`config.mk`:
```
export PLATFORM = sky130hd
export DESIGN_NAME = fft_engine_n
export DESIGN_NICKNAME = d
export VERILOG_FILES = /design/src/rtl/fft_engine_n.sv
export SDC_FILE = /design/constraint.sdc
export NUM_CORES = 1
export LEC_CHECK = 0
export BUFFER_PORTS_ARGS = -buffer_cell sky130_fd_sc_hd__buf_2
export CORE_MARGIN = 3
export CORE_UTILIZATION = 40
export DETAILED_ROUTE_END_ITERATION = 7
export PLACE_DENSITY_LB_ADDON = 0.15
export SYNTH_ARGS = -nofsm -noshare
export SYNTH_HDL_FRONTEND = slang
export SYNTH_SLANG_ARGS = --single-unit
```
`constraint.sdc`:
```
create_clock -name clk -period 9.7 [get_ports clk]
set_input_delay 1.94 -clock clk [delete_from_list [all_inputs] [get_ports clk]]
set_output_delay 1.94 -clock clk [all_outputs]
set_load 0.005 [all_outputs]
```
`src/rtl/fft_engine_n.sv`:
```
// fft_engine_n: memory-based radix-2 DIT FFT, N = 2**LOG2N, one shared butterfly,
// bit-reversed load, in-place stages, natural-order unload.
// Optional macro FFT_STAGE_SCALE_EN: halve both butterfly outputs on every stage.
// Twiddles are derived from a 2**24-scaled sine table, valid for WIDTH <= 25.
module fft_engine_n #(
    parameter int WIDTH = 9,
    parameter int LOG2N = 3
) (
    input  logic             clk,
    input  logic             rstn,
    input  logic             in_vld,
    output logic             in_rdy,
    input  logic [WIDTH-1:0] in_r,
    input  logic [WIDTH-1:0] in_i,
    output logic             out_vld,
    input  logic             out_rdy,
    output logic [WIDTH-1:0] out_r,
    output logic [WIDTH-1:0] out_i,
    output logic [LOG2N-1:0] out_idx,
    output logic             busy
);
    localparam int N  = 1 << LOG2N;
    localparam int H  = N / 2;
    localparam int SW = $clog2(LOG2N);
    localparam int PW = 2 * WIDTH + 2;
    localparam int SH = 26 - WIDTH;
`ifdef FFT_STAGE_SCALE_EN
    localparam int SC = 1;
`else
    localparam int SC = 0;
`endif

    typedef enum logic [1:0] {LOAD, COMPUTE, UNLOAD} state_t;

    // sin(m*pi/32) * 2**24 for m = 0..16
    function automatic int sin64(input int m);
        case (m)
            0:  return 0;
            1:  return 1644455;
            2:  return 3273072;
            3:  return 4870169;
            4:  return 6420363;
            5:  return 7908725;
            6:  return 9320922;
            7:  return 10643353;
            8:  return 11863283;
            9:  return 12968963;
            10: return 13949745;
            11: return 14796184;
            12: return 15500126;
            13: return 16054795;
            14: return 16454846;
            15: return 16696429;
            default: return 16777216;
        endcase
    endfunction

    // Round a 2**24-scaled value to 2**(WIDTH-2) scale, half away from zero
    function automatic int rnd(input int v);
        int a;
        a = v < 0 ? -v : v;
        a = (a + (1 << (SH - 1))) >>> SH;
        return v < 0 ? -a : a;
    endfunction

    function automatic int tw_cos(input int k);
        int m;
        m = k << (6 - LOG2N);
        return m <= 16 ? rnd(sin64(16 - m)) : -rnd(sin64(m - 16));
    endfunction

    function automatic int tw_sin(input int k);
        int m;
        m = k << (6 - LOG2N);
        return m <= 16 ? rnd(sin64(m)) : rnd(sin64(32 - m));
    endfunction

    function automatic logic [LOG2N-1:0] bitrev(input logic [LOG2N-1:0] v);
        logic [LOG2N-1:0] r;
        for (int b = 0; b < LOG2N; b++) r[b] = v[LOG2N-1-b];
        return r;
    endfunction

    logic signed [WIDTH-1:0] tw_r [H];
    logic signed [WIDTH-1:0] tw_i [H];

    for (genvar k = 0; k < H; k++) begin : g_tw
        assign tw_r[k] = WIDTH'(tw_cos(k));
        assign tw_i[k] = WIDTH'(-tw_sin(k));
    end

    state_t                  state_q;
    logic [LOG2N-1:0]        cnt_q;
    logic [LOG2N-2:0]        bf_q;
    logic [SW-1:0]           stage_q;
    logic                    in_rdy_q;
    logic                    out_vld_q;
    logic                    busy_q;
    logic signed [WIDTH-1:0] mem_r_q [N];
    logic signed [WIDTH-1:0] mem_i_q [N];

    logic [LOG2N-1:0]        span, j, top, bot;
    logic [LOG2N-2:0]        tw_k;
    logic signed [WIDTH-1:0] a_r, a_i, b_r, b_i, w_r, w_i;
    logic signed [PW-1:0]    t_r, t_i;
    logic signed [WIDTH-1:0] y0_r, y0_i, y1_r, y1_i;

    // Butterfly address generation for the current stage/butterfly counters
    always_comb begin
        span = LOG2N'(1) << stage_q;
        j    = {1'b0, bf_q} & (span - 1'b1);
        top  = (({1'b0, bf_q} >> stage_q) << (int'(stage_q) + 1)) | j;
        bot  = top | span;
        tw_k = (LOG2N-1)'(j << (LOG2N - 1 - int'(stage_q)));
    end

    // Shared butterfly: complex product sums kept full width, truncated by WIDTH-2
    always_comb begin
        a_r  = mem_r_q[top];
        a_i  = mem_i_q[top];
        b_r  = mem_r_q[bot];
        b_i  = mem_i_q[bot];
        w_r  = tw_r[tw_k];
        w_i  = tw_i[tw_k];
        t_r  = (PW'(b_r) * PW'(w_r) - PW'(b_i) * PW'(w_i)) >>> (WIDTH - 2);
        t_i  = (PW'(b_r) * PW'(w_i) + PW'(b_i) * PW'(w_r)) >>> (WIDTH - 2);
        y0_r = WIDTH'((PW'(a_r) + t_r) >>> SC);
        y0_i = WIDTH'((PW'(a_i) + t_i) >>> SC);
        y1_r = WIDTH'((PW'(a_r) - t_r) >>> SC);
        y1_i = WIDTH'((PW'(a_i) - t_i) >>> SC);
    end

    // Sample storage: bit-reversed writes in LOAD, in-place write-back in COMPUTE
    always_ff @(posedge clk) begin
        if (!rstn && state_q == LOAD && in_vld) begin
            mem_r_q[bitrev(cnt_q)] <= in_r;
            mem_i_q[bitrev(cnt_q)] <= in_i;
        end else if (!rstn && state_q == COMPUTE) begin
            mem_r_q[top] <= y0_r;
            mem_i_q[top] <= y0_i;
            mem_r_q[bot] <= y1_r;
            mem_i_q[bot] <= y1_i;
        end
    end

    // Frame sequencing: LOAD -> COMPUTE -> UNLOAD with registered handshake flags
    always_ff @(posedge clk) begin
        if (rstn) begin
            state_q   <= LOAD;
            cnt_q     <= '0;
            bf_q      <= '0;
            stage_q   <= '0;
            in_rdy_q  <= 1'b1;
            out_vld_q <= 1'b0;
            busy_q    <= 1'b0;
        end else begin
            case (state_q)
                LOAD: if (in_vld) begin
                    cnt_q <= cnt_q + 1'b1;
                    if (cnt_q == LOG2N'(N - 1)) begin
                        state_q  <= COMPUTE;
                        in_rdy_q <= 1'b0;
                        busy_q   <= 1'b1;
                    end
                end
                COMPUTE: begin
                    bf_q <= bf_q + 1'b1;
                    if (bf_q == '1) begin
                        if (stage_q == SW'(LOG2N - 1)) begin
                            state_q   <= UNLOAD;
                            out_vld_q <= 1'b1;
                            stage_q   <= '0;
                        end else begin
                            stage_q <= stage_q + 1'b1;
                        end
                    end
                end
                UNLOAD: if (out_rdy) begin
                    cnt_q <= cnt_q + 1'b1;
                    if (cnt_q == LOG2N'(N - 1)) begin
                        state_q   <= LOAD;
                        out_vld_q <= 1'b0;
                        in_rdy_q  <= 1'b1;
                        busy_q    <= 1'b0;
                    end
                end
                default: state_q <= LOAD;
            endcase
        end
    end

    assign in_rdy  = in_rdy_q;
    assign out_vld = out_vld_q;
    assign busy    = busy_q;
    assign out_r   = out_vld_q ? mem_r_q[cnt_q] : '0;
    assign out_i   = out_vld_q ? mem_i_q[cnt_q] : '0;
    assign out_idx = out_vld_q ? cnt_q : '0;
endmodule

```
### Yosys cells after proc, flatten, opt, wreduce, memory -nomap -nowiden

Memories as Yosys holds them, arrays and structs flattened. A register that Yosys moved wholly into a read port is not among the register bits.
Cells that the tools add are included.

| storage, ports and cells | value |
|---|---|
| output and inout port bits | 24 |
| input bits | 22 |
| memory bits (writable) | 144 |
| bits in registers | 12 |
| logic and storage cells | 105 |
| latch bits | 0 |
| memories kept | 2 |
| memory bits (read-only) | 0 |

Memories:

| memory | words | bits a word | read ports | clocked after Yosys merged registers in | write ports | RTL line | text |
|---|---|---|---|---|---|---|---|
| mem_i_q | 8 | 9 | 3 | 1 | 2 | 100 | `logic signed [WIDTH-1:0] mem_i_q [N];` |
| mem_r_q | 8 | 9 | 3 | 1 | 2 | 99 | `logic signed [WIDTH-1:0] mem_r_q [N];` |

| cells by class | value |
|---|---|
| shift operators | 4 |
| order comparisons | 1 |
| multipliers | 4 |
| bitwise gates (word level) | 4 |
| reductions and logical operators | 14 |
| $add $sub $neg | 12 |
| div/mod/pow operators | 0 |
| eq/ne operators | 11 |
| multiplexer cells | 46 |

Operator list:

| operator | number |
|---|---|
| $mux 9 | 8 |
| $mul 9x9->16 | 4 |
| $bmux 9 s2 | 2 |
| $shl 3x32->2 | 1 |
| $mux 3 | 9 |
| $add 9x9->9 | 2 |
| $reduce_or 9->1 | 2 |
| $sub 9x9->9 | 2 |
| $add 16x16->16 | 1 |
| $sub 16x16->16 | 1 |
| $mux 1 | 15 |
| $mux 2 | 7 |
| $reduce_and 5->1 | 2 |
| $eq 2x2->1 const B | 3 |
| $ne 2x1->1 const B | 3 |
| $ne 2x2->1 const B | 3 |
| $or 3x3->3 | 2 |
| $pmux 1 s2 | 3 |
| $pmux 2 s3 | 1 |
| $pmux 3 s2 | 1 |
| $reduce_and 6->1 | 1 |
| $add 2x1->2 const B | 2 |
| $reduce_bool 2->1 | 2 |
| $add 2x1->3 const B | 1 |
| other kinds (16) | 18 |

### Logic depth before layout (Yosys ltp)

Gate-level depths: netlist of run 1.

| logic depth | value |
|---|---|
| word-level depth | 12 |
| mapped depth | 49 |
| gate-level depth less buffers | 43 |

### Worst setup path before layout of run 1

Ideal clock, no wire load.

| path | value |
|---|---|
| path type | register to register |
| from | register stage_q[0] |
| to | memory mem_r_q[2][8] (data pin) |
| period minus slack after synthesis | 9,900 ps |
| arrival | 9,751 ps |
| slack | -200 ps |
| setup time | 149 ps |
| cell stages (with the launch flop) | 43 |
| buffers on the path | 8 |
| required time | 9,551 ps |
| cell sequence | dfxtp_1 > buf_2 > inv_1 > ha_1 > or3_1 > buf_6 > o21ai_4 > buf_6 > buf_2 > buf_1 > buf_1 > nand2_1 > nand3_1 > nand4_1 > or2_2 > fa_1 > inv_1 > ha_1 > [... 7 more ...] > ha_1 > a2111oi_0 > nor2_1 > a31oi_1 > a21oi_1 > and2_1 > or2_2 > a21oi_1 > o21bai_1 > xor2_1 > ha_1 > clkbuf_1 > a21o_1 > a21oi_1 > xor3_1 > nand2b_4 > buf_6 > a2bb2oi_1 |

RTL lines:

| item | RTL line | text |
|---|---|---|
| start, declared | 95 | `logic [SW-1:0] stage_q;` |
| start signal, assigned | 174 | `stage_q <= stage_q + 1'b1;` |
| end, declared | 99 |  |

==> results.yml, run 1 <==
setup_path:
  cp_common_cell: "fa_1"
  cp.arrival_ns: 9.55
  reg2reg_to: "mem_i_q[3][6]"
  end_kind: "flop"
  r2r-start: "stage_q[0]"
  ff2ff_path_depth: 36
  critPathTopFamily: "adder cells"
  r2r_slack_ns: 0.31
  crit_fanout: 8
  max_stage_delay_ns: 0.57
  worstPathRequired_ns: 9.86
  slowest_stage: "fa_1"
  cp_num_buf_inv: 10
  worstSetupStartpointType: "flop"
  crit_type: "reg2reg"
cells_and_area:
  num-nets-final: 2790
  drive_above_1_share_pct: 20.0
  fin_util_pct: 47.7
  syn2layout_area_growth_pct: 17.6
  fill_cells: 4817
route:
  antenna_left: 0
  dr.pass1.iters: 6
  wire_per_inst_um: 22.0
  drt_iter0_drc: 1304
  routed_via_density: 5.39
  drc: 0
  routed_wl_um: 67200
  vias: 16500
power_and_ir_drop:
  p_sw_uw: 464
  powerDensity_nw_per_um2: 72.4
  p_seq_share_pct: 44.2
  p_total_uw: 1730
  p_int_uw: 1270
  vdd_drop_max_mv: 0.122
  comb_power_share_pct: 17.8
  total_leakage_power_uw: 0.0113
  switching_share_pct: 26.8
  clock_power_share_pct: 37.9
floorplanning:
  start_util_pct: 40.5
  chipHeight_um: 232
  core_area_um2: 50200
  pin_count: 46
  dieArea_um2: 53600
  dieWidth_um: 232
  num_rows: 82
timing:
  fmax_mhz: 106
  maxSlewViolCount: 0
  finalClockSkew_ns: 0.0103
  slew_headroom_pct: 23.1
  timing.final.crit_period_ns: 9.39
  finalCritPeriodShare_pct: 96.8
  hold_violations: 0
  fin_ws_ns: 0.308
  finalSetupViolCount: 0
  rsz0062_at_grt: "yes"
  worst_pin_slew_ns: 1.15
place:
  dp_slack_ns: -0.190
  portBuffers: 45
  place.gp.congestion: 0.920
  post-dp-hpwl_um: 50000
global_route:
  grt_max_degree: 73
  top_usage_layer: "met2"
  use_met3_pct: 3.44
  grt_pass1_wl_um: 102000
  grt_use_total_pct: 25.2
  antenna_found_initial: 0
  overflow: 0
  grt_use_met1_pct: 33.1
  grt_pass1_vias: 17100
  use_met2_pct: 43.1
outcome:
  outcome: "finished clean"
clock_network:
  cts_inserted_buffers: 17
  cts_num_sinks: 159
  htree_levels: 4
  cts_buffer_depth: 2
  clkTransAtPathRegs_ns: 0.06
  clkLatencyLatePin_ns: 0.45
  cts_root_buf: "clkbuf_16"
  cts_tree: "done"
logic_synthesis:
  synth_edf_count: 144
  syn_area_per_cell_um2: 9.15
  synth_top_area_share_pct: 21.3
  ys_async_sr_fraction_pct: 0
  synthCells: 2223
  ys_types: 70
  yosysWarningCount: 0
  ys_ff_latch: 159
  syn_nets: 2640
  yosys_most_used_dff: "edfxtp_1"
  netlist_top_cells_count: "nand2_1, inv_1, fa_1"
  synth.largest_area_cell: "edfxtp_1"
  syn_area_um2: 20300
  synth_most_common_cell: "nand2_1"
  ys_seq_area_share_pct: 22.7
  synthTopCellsByArea: "edfxtp_1, fa_1, ha_1, nand2_1, inv_1"
hold_path:
  hold_depth: 2
  hold_path_end: "in_rdy"
  hp-start: "in_rdy"
  min_path_type: "reg2reg"
flow_run:
  maxCapViolations: 0
-- per-layer routing --
layer	routed length [µm]	up-vias
li1	-	7640
met2	33100	564
met1	28200	8172
met4	1880	0
met3	4100	110
met5	0	-
-- sequential cells by signal (all words and copies together) (netlist names), named ones only --
register / cells
bf_q: 2
busy: 1
stage_q: 2
state_q: 2
mem_r_q: 72
out_vld: 1
mem_i_q: 72
in_rdy: 1
cnt_q: 3
-- worst max-delay path by stage --
stage / slack [ns] / cells past startpoint / endpoint / startpoint
2_1_floorplan: 0.02 / 43 / mem_r_q[2][8] / stage_q[0]
6_report: 0.31 / 36 / mem_i_q[3][6] / stage_q[0]
3_3_place_gp: -0.03 / 40 / mem_r_q[0][7] / stage_q[0]
5_1_grt: -0.07 / 40 / mem_i_q[0][8] / stage_q[1]
3_5_place_dp: -0.19 / 38 / mem_r_q[0][7] / stage_q[0]
4_1_cts: 0.02 / 38 / mem_i_q[0][8] / stage_q[0]
-- power groups by stage --
stage	Sequential (µW)	Combinational, µW	Clock (µW)
after global routing	766	333	687
after detailed placement	780	285	0
after floorplan	777	177	0
final	765	309	657
after global placement	780	283	0
after CTS	765	288	661
-- metrics by stage --
stage	setup TNS [ns]	hold WS, ns	cell area, µm²	std cells
finish	0	0.474	23900	3059
global route	-0.736	0.501	23900	3058
CTS	0	0.479	23000	3025
detailed placement	-3.07	0.469	22400	2993
global placement	-0.114	0.449	22400	2993
floorplan	0	0.461	20400	2223
-- cell usage in the layout (no fill, tap or decap), drive strengths merged, types with 6 or more instances in the layout --
cell type  instances
edfxtp           144
mux4              36
o21a               9
and4               7
and2              14
clkinv            11
a21o               9
clkbuf            22
buf              239
nor2             188
nor3              14
nand2b            16
a21oi            103
inv              287
nand2            385
dfxtp             15
nand3            130
o21ai             50
a31o               6
ha               192
nor2b             30
o21bai            13
a2bb2oi            8
and3               9
xor2              17
or2                6
fa               203
nand4             12
xnor2             68
mux2i             93
a32oi              8
-- area by class of cell --
| type | instances | area [µm²] | share of cell area [%] |
|---|---|---|---|
| repair buffers | 243 | 1930 | 8.06 |
| flip-flops and latches | 159 | 4630 | 19.4 |
| well taps | 672 | 841 | 3.52 |
| diodes | 1 | 2.50 | 0.0105 |
| clock inverters | 14 | 125 | 0.523 |
| multi-input cells | 1664 | 14900 | 62.2 |
| inverters | 288 | 1080 | 4.53 |
| clock buffers | 18 | 429 | 1.79 |
-- cell families after synthesis --
logic type | count (synthesis) | synth area share [%]
fa+ha+maj | 395 | 31.8
mux | 131 | 8.73
xor+xnor | 88 | 4.18
flops | 159 | 22.7
buf+inv | 400 | 7.67
compound gates | 232 | 7.36
simple gates | 818 | 17.5
-- worst reg2reg max path: cells and delay by family, from the launching register on --
| kind | cells | cell delay [ns] |
|---|---|---|
| fa+ha+maj | 10 | 4.38 |
| simple gates | 7 | 1.40 |
| compound gates | 7 | 1.33 |
| buf+inv | 10 | 1.07 |
| xor+xnor | 2 | 0.56 |
| flops | 1 | 0.37 |
-- repair_timing --
action                                  CTS  global route
resized for setup                         6           145
endpoints found under the setup margin   40            84
hold buffers                              0             0
hold endpoints to repair                  0             0
setup buffers                             0            30
cloned                                    0             3
pin swaps                                 0            59
(Power assumes the default switching activity.)
==> inputs of run 2 (changes only) <==
Settings changed: CELL_PAD_IN_SITES_DETAIL_PLACEMENT set to 1, CELL_PAD_IN_SITES_GLOBAL_PLACEMENT set to 1.
==> results.yml, run 2 (synthesized netlist as in run 1, its figures left out) <==
outcome:
  outcome: "finished clean"
floorplanning:
  pin_count: 46
  num_rows: 82
  core_area_um2: 50200
  dieArea_um2: 53600
  start_util_pct: 40.5
  dieWidth_um: 232
  chipHeight_um: 232
power_and_ir_drop:
  clock_power_share_pct: 37.1
  powerDensity_nw_per_um2: 71.2
  p_sw_uw: 473
  switching_share_pct: 27.4
  p_seq_share_pct: 44.4
  p_int_uw: 1250
  vdd_drop_max_mv: 0.0980
  comb_power_share_pct: 18.6
  total_leakage_power_uw: 0.0114
flow_run:
  maxCapViolations: 0
setup_path:
  worstPathRequired_ns: 9.88
  crit_type: "reg2reg"
  crit_fanout: 8
  slowest_stage: "fa_1"
  reg2reg_to: "mem_i_q[5][8]"
  cp.arrival_ns: 9.62
  end_kind: "flop"
  cp_common_cell: "fa_1"
  ff2ff_path_depth: 38
  r2r_slack_ns: 0.26
  r2r-start: "stage_q[1]"
  worstSetupStartpoint: "stage_q[1]"
  max_stage_delay_ns: 0.58
  worstSetupStartpointType: "flop"
clock_network:
  cts_inserted_buffers: 17
  holdBufCountCts: 0
  cts_buffer_depth: 2
  clkLatencyLatePin_ns: 0.46
  cts_num_sinks: 159
  cts_tree: "done"
  clkTransAtPathRegs_ns: 0.06
  cts_root_buf: "clkbuf_16"
  htree_levels: 4
timing:
  maxSlewViolCount: 0
  finalCritPeriodShare_pct: 97.3
  slew_headroom_pct: 21.0
  worst_pin_slew_ns: 1.18
  finalClockSkew_ns: 0.0145
  holdWs_ns: 0.476
  rsz0062_at_grt: "yes"
  fmax_mhz: 106
  timing.final.crit_period_ns: 9.44
  hold_violations: 0
  finalSetupViolCount: 0
place:
  place.gp.congestion: 0.917
  post-dp-hpwl_um: 55900
  dp.cells: 3037
  portBuffers: 45
cells_and_area:
  fin_cells: 3095
  drive_above_1_share_pct: 21.4
  syn2layout_area_growth_pct: 19.1
  num-nets-final: 2827
  layout_common_cells: "nand2_1, inv_1, buf_4, fa_1, ha_1"
  largestRegisters: "mem_i_q x72, mem_r_q x72, cnt_q x3"
  n_antenna_cell: 0
  final_common_cell: "nand2_1"
global_route:
  antenna_found_initial: 0
  grt_use_total_pct: 27.2
  grt_pass1_vias: 18500
  grt_pass1_wl_um: 109000
  grt_max_degree: 57
  overflow: 0
route:
  routed_via_density: 5.49
  routed_wl_um: 73000
  drt_iter0_drc: 944
  wire_per_inst_um: 23.6
  vias: 17000
  drc: 0
  antenna_left: 0
  dr.pass1.iters: 5
hold_path:
  min_path_type: "reg2reg"
  hold_path_end: "in_rdy"
  hold_depth: 2
  hp-start: "in_rdy"
## run 2: worst max path at each step
stage	to	cells after the start
3_5_place_dp	mem_r_q[0][7]	41
6_report	mem_i_q[5][8]	38
4_1_cts	mem_i_q[6][8]	40
3_3_place_gp	mem_r_q[0][7]	40
5_1_grt	mem_i_q[0][8]	38
2_1_floorplan	mem_r_q[2][8]	43
## run 2: power groups by stage
stage	Combinational [µW]	Sequential, µW	Clock, µW
global route	344	766	671
detailed placement	292	780	0
CTS	298	765	643
global placement	283	780	0
floorplan	177	777	0
finish	320	765	639
## run 2: final cells by class
cell class | count | area (µm²)
clock buffers | 19 | 433
clock inverters | 13 | 116
flip-flops and latches | 159 | 4630
well taps | 672 | 841
multi-input cells | 1664 | 14900
inverters | 288 | 1090
fillers | 5731 | 25900
repair buffers | 280 | 2180
## run 2: per-layer routing
layer / share of wire, % / global-route usage [%] / up-vias
met3: 4.2 / 2.58 / 118
li1: - / - / 7709
met5: 0 / 0 / -
met4: 3.2 / 9.97 / 0
met2: 52 / 49.2 / 427
met1: 41 / 33.8 / 8730
## run 2: worst max-delay path: cells and delay by family (launching register included)
kind | cells | cell delay, ns
compound gates | 9 | 1.80
xor+xnor | 1 | 0.31
buf+inv | 10 | 0.90
simple gates | 6 | 1.00
mux | 2 | 0.46
fa+ha+maj | 10 | 4.30
flops | 1 | 0.37
## run 2: per-stage QoR
| step | power (µW) | util, % | TNS [ns] | worst slack (ns) | instance area [µm²] |
|---|---|---|---|---|---|
| finish | 1720 | 48.3 | 0 | 0.263 | 24200 |
| global route | 1780 | 48.3 | -2.19 | -0.118 | 24200 |
| CTS | 1710 | 46.6 | 0 | 0.00436 | 23400 |
| detailed placement | 1070 | 45.3 | -9.67 | -0.321 | 22700 |
| global placement | 1060 | 45.3 | -0.00765 | -0.00765 | 22700 |
| floorplan | 954 | - | 0 | 0.0197 | 20400 |
## run 2: timing repair
item                                    in CTS  in global routing
buffers inserted                             4                 22
gates resized for setup                     24                147
endpoints found under the setup margin      58                 81
pin swaps                                    4                 53
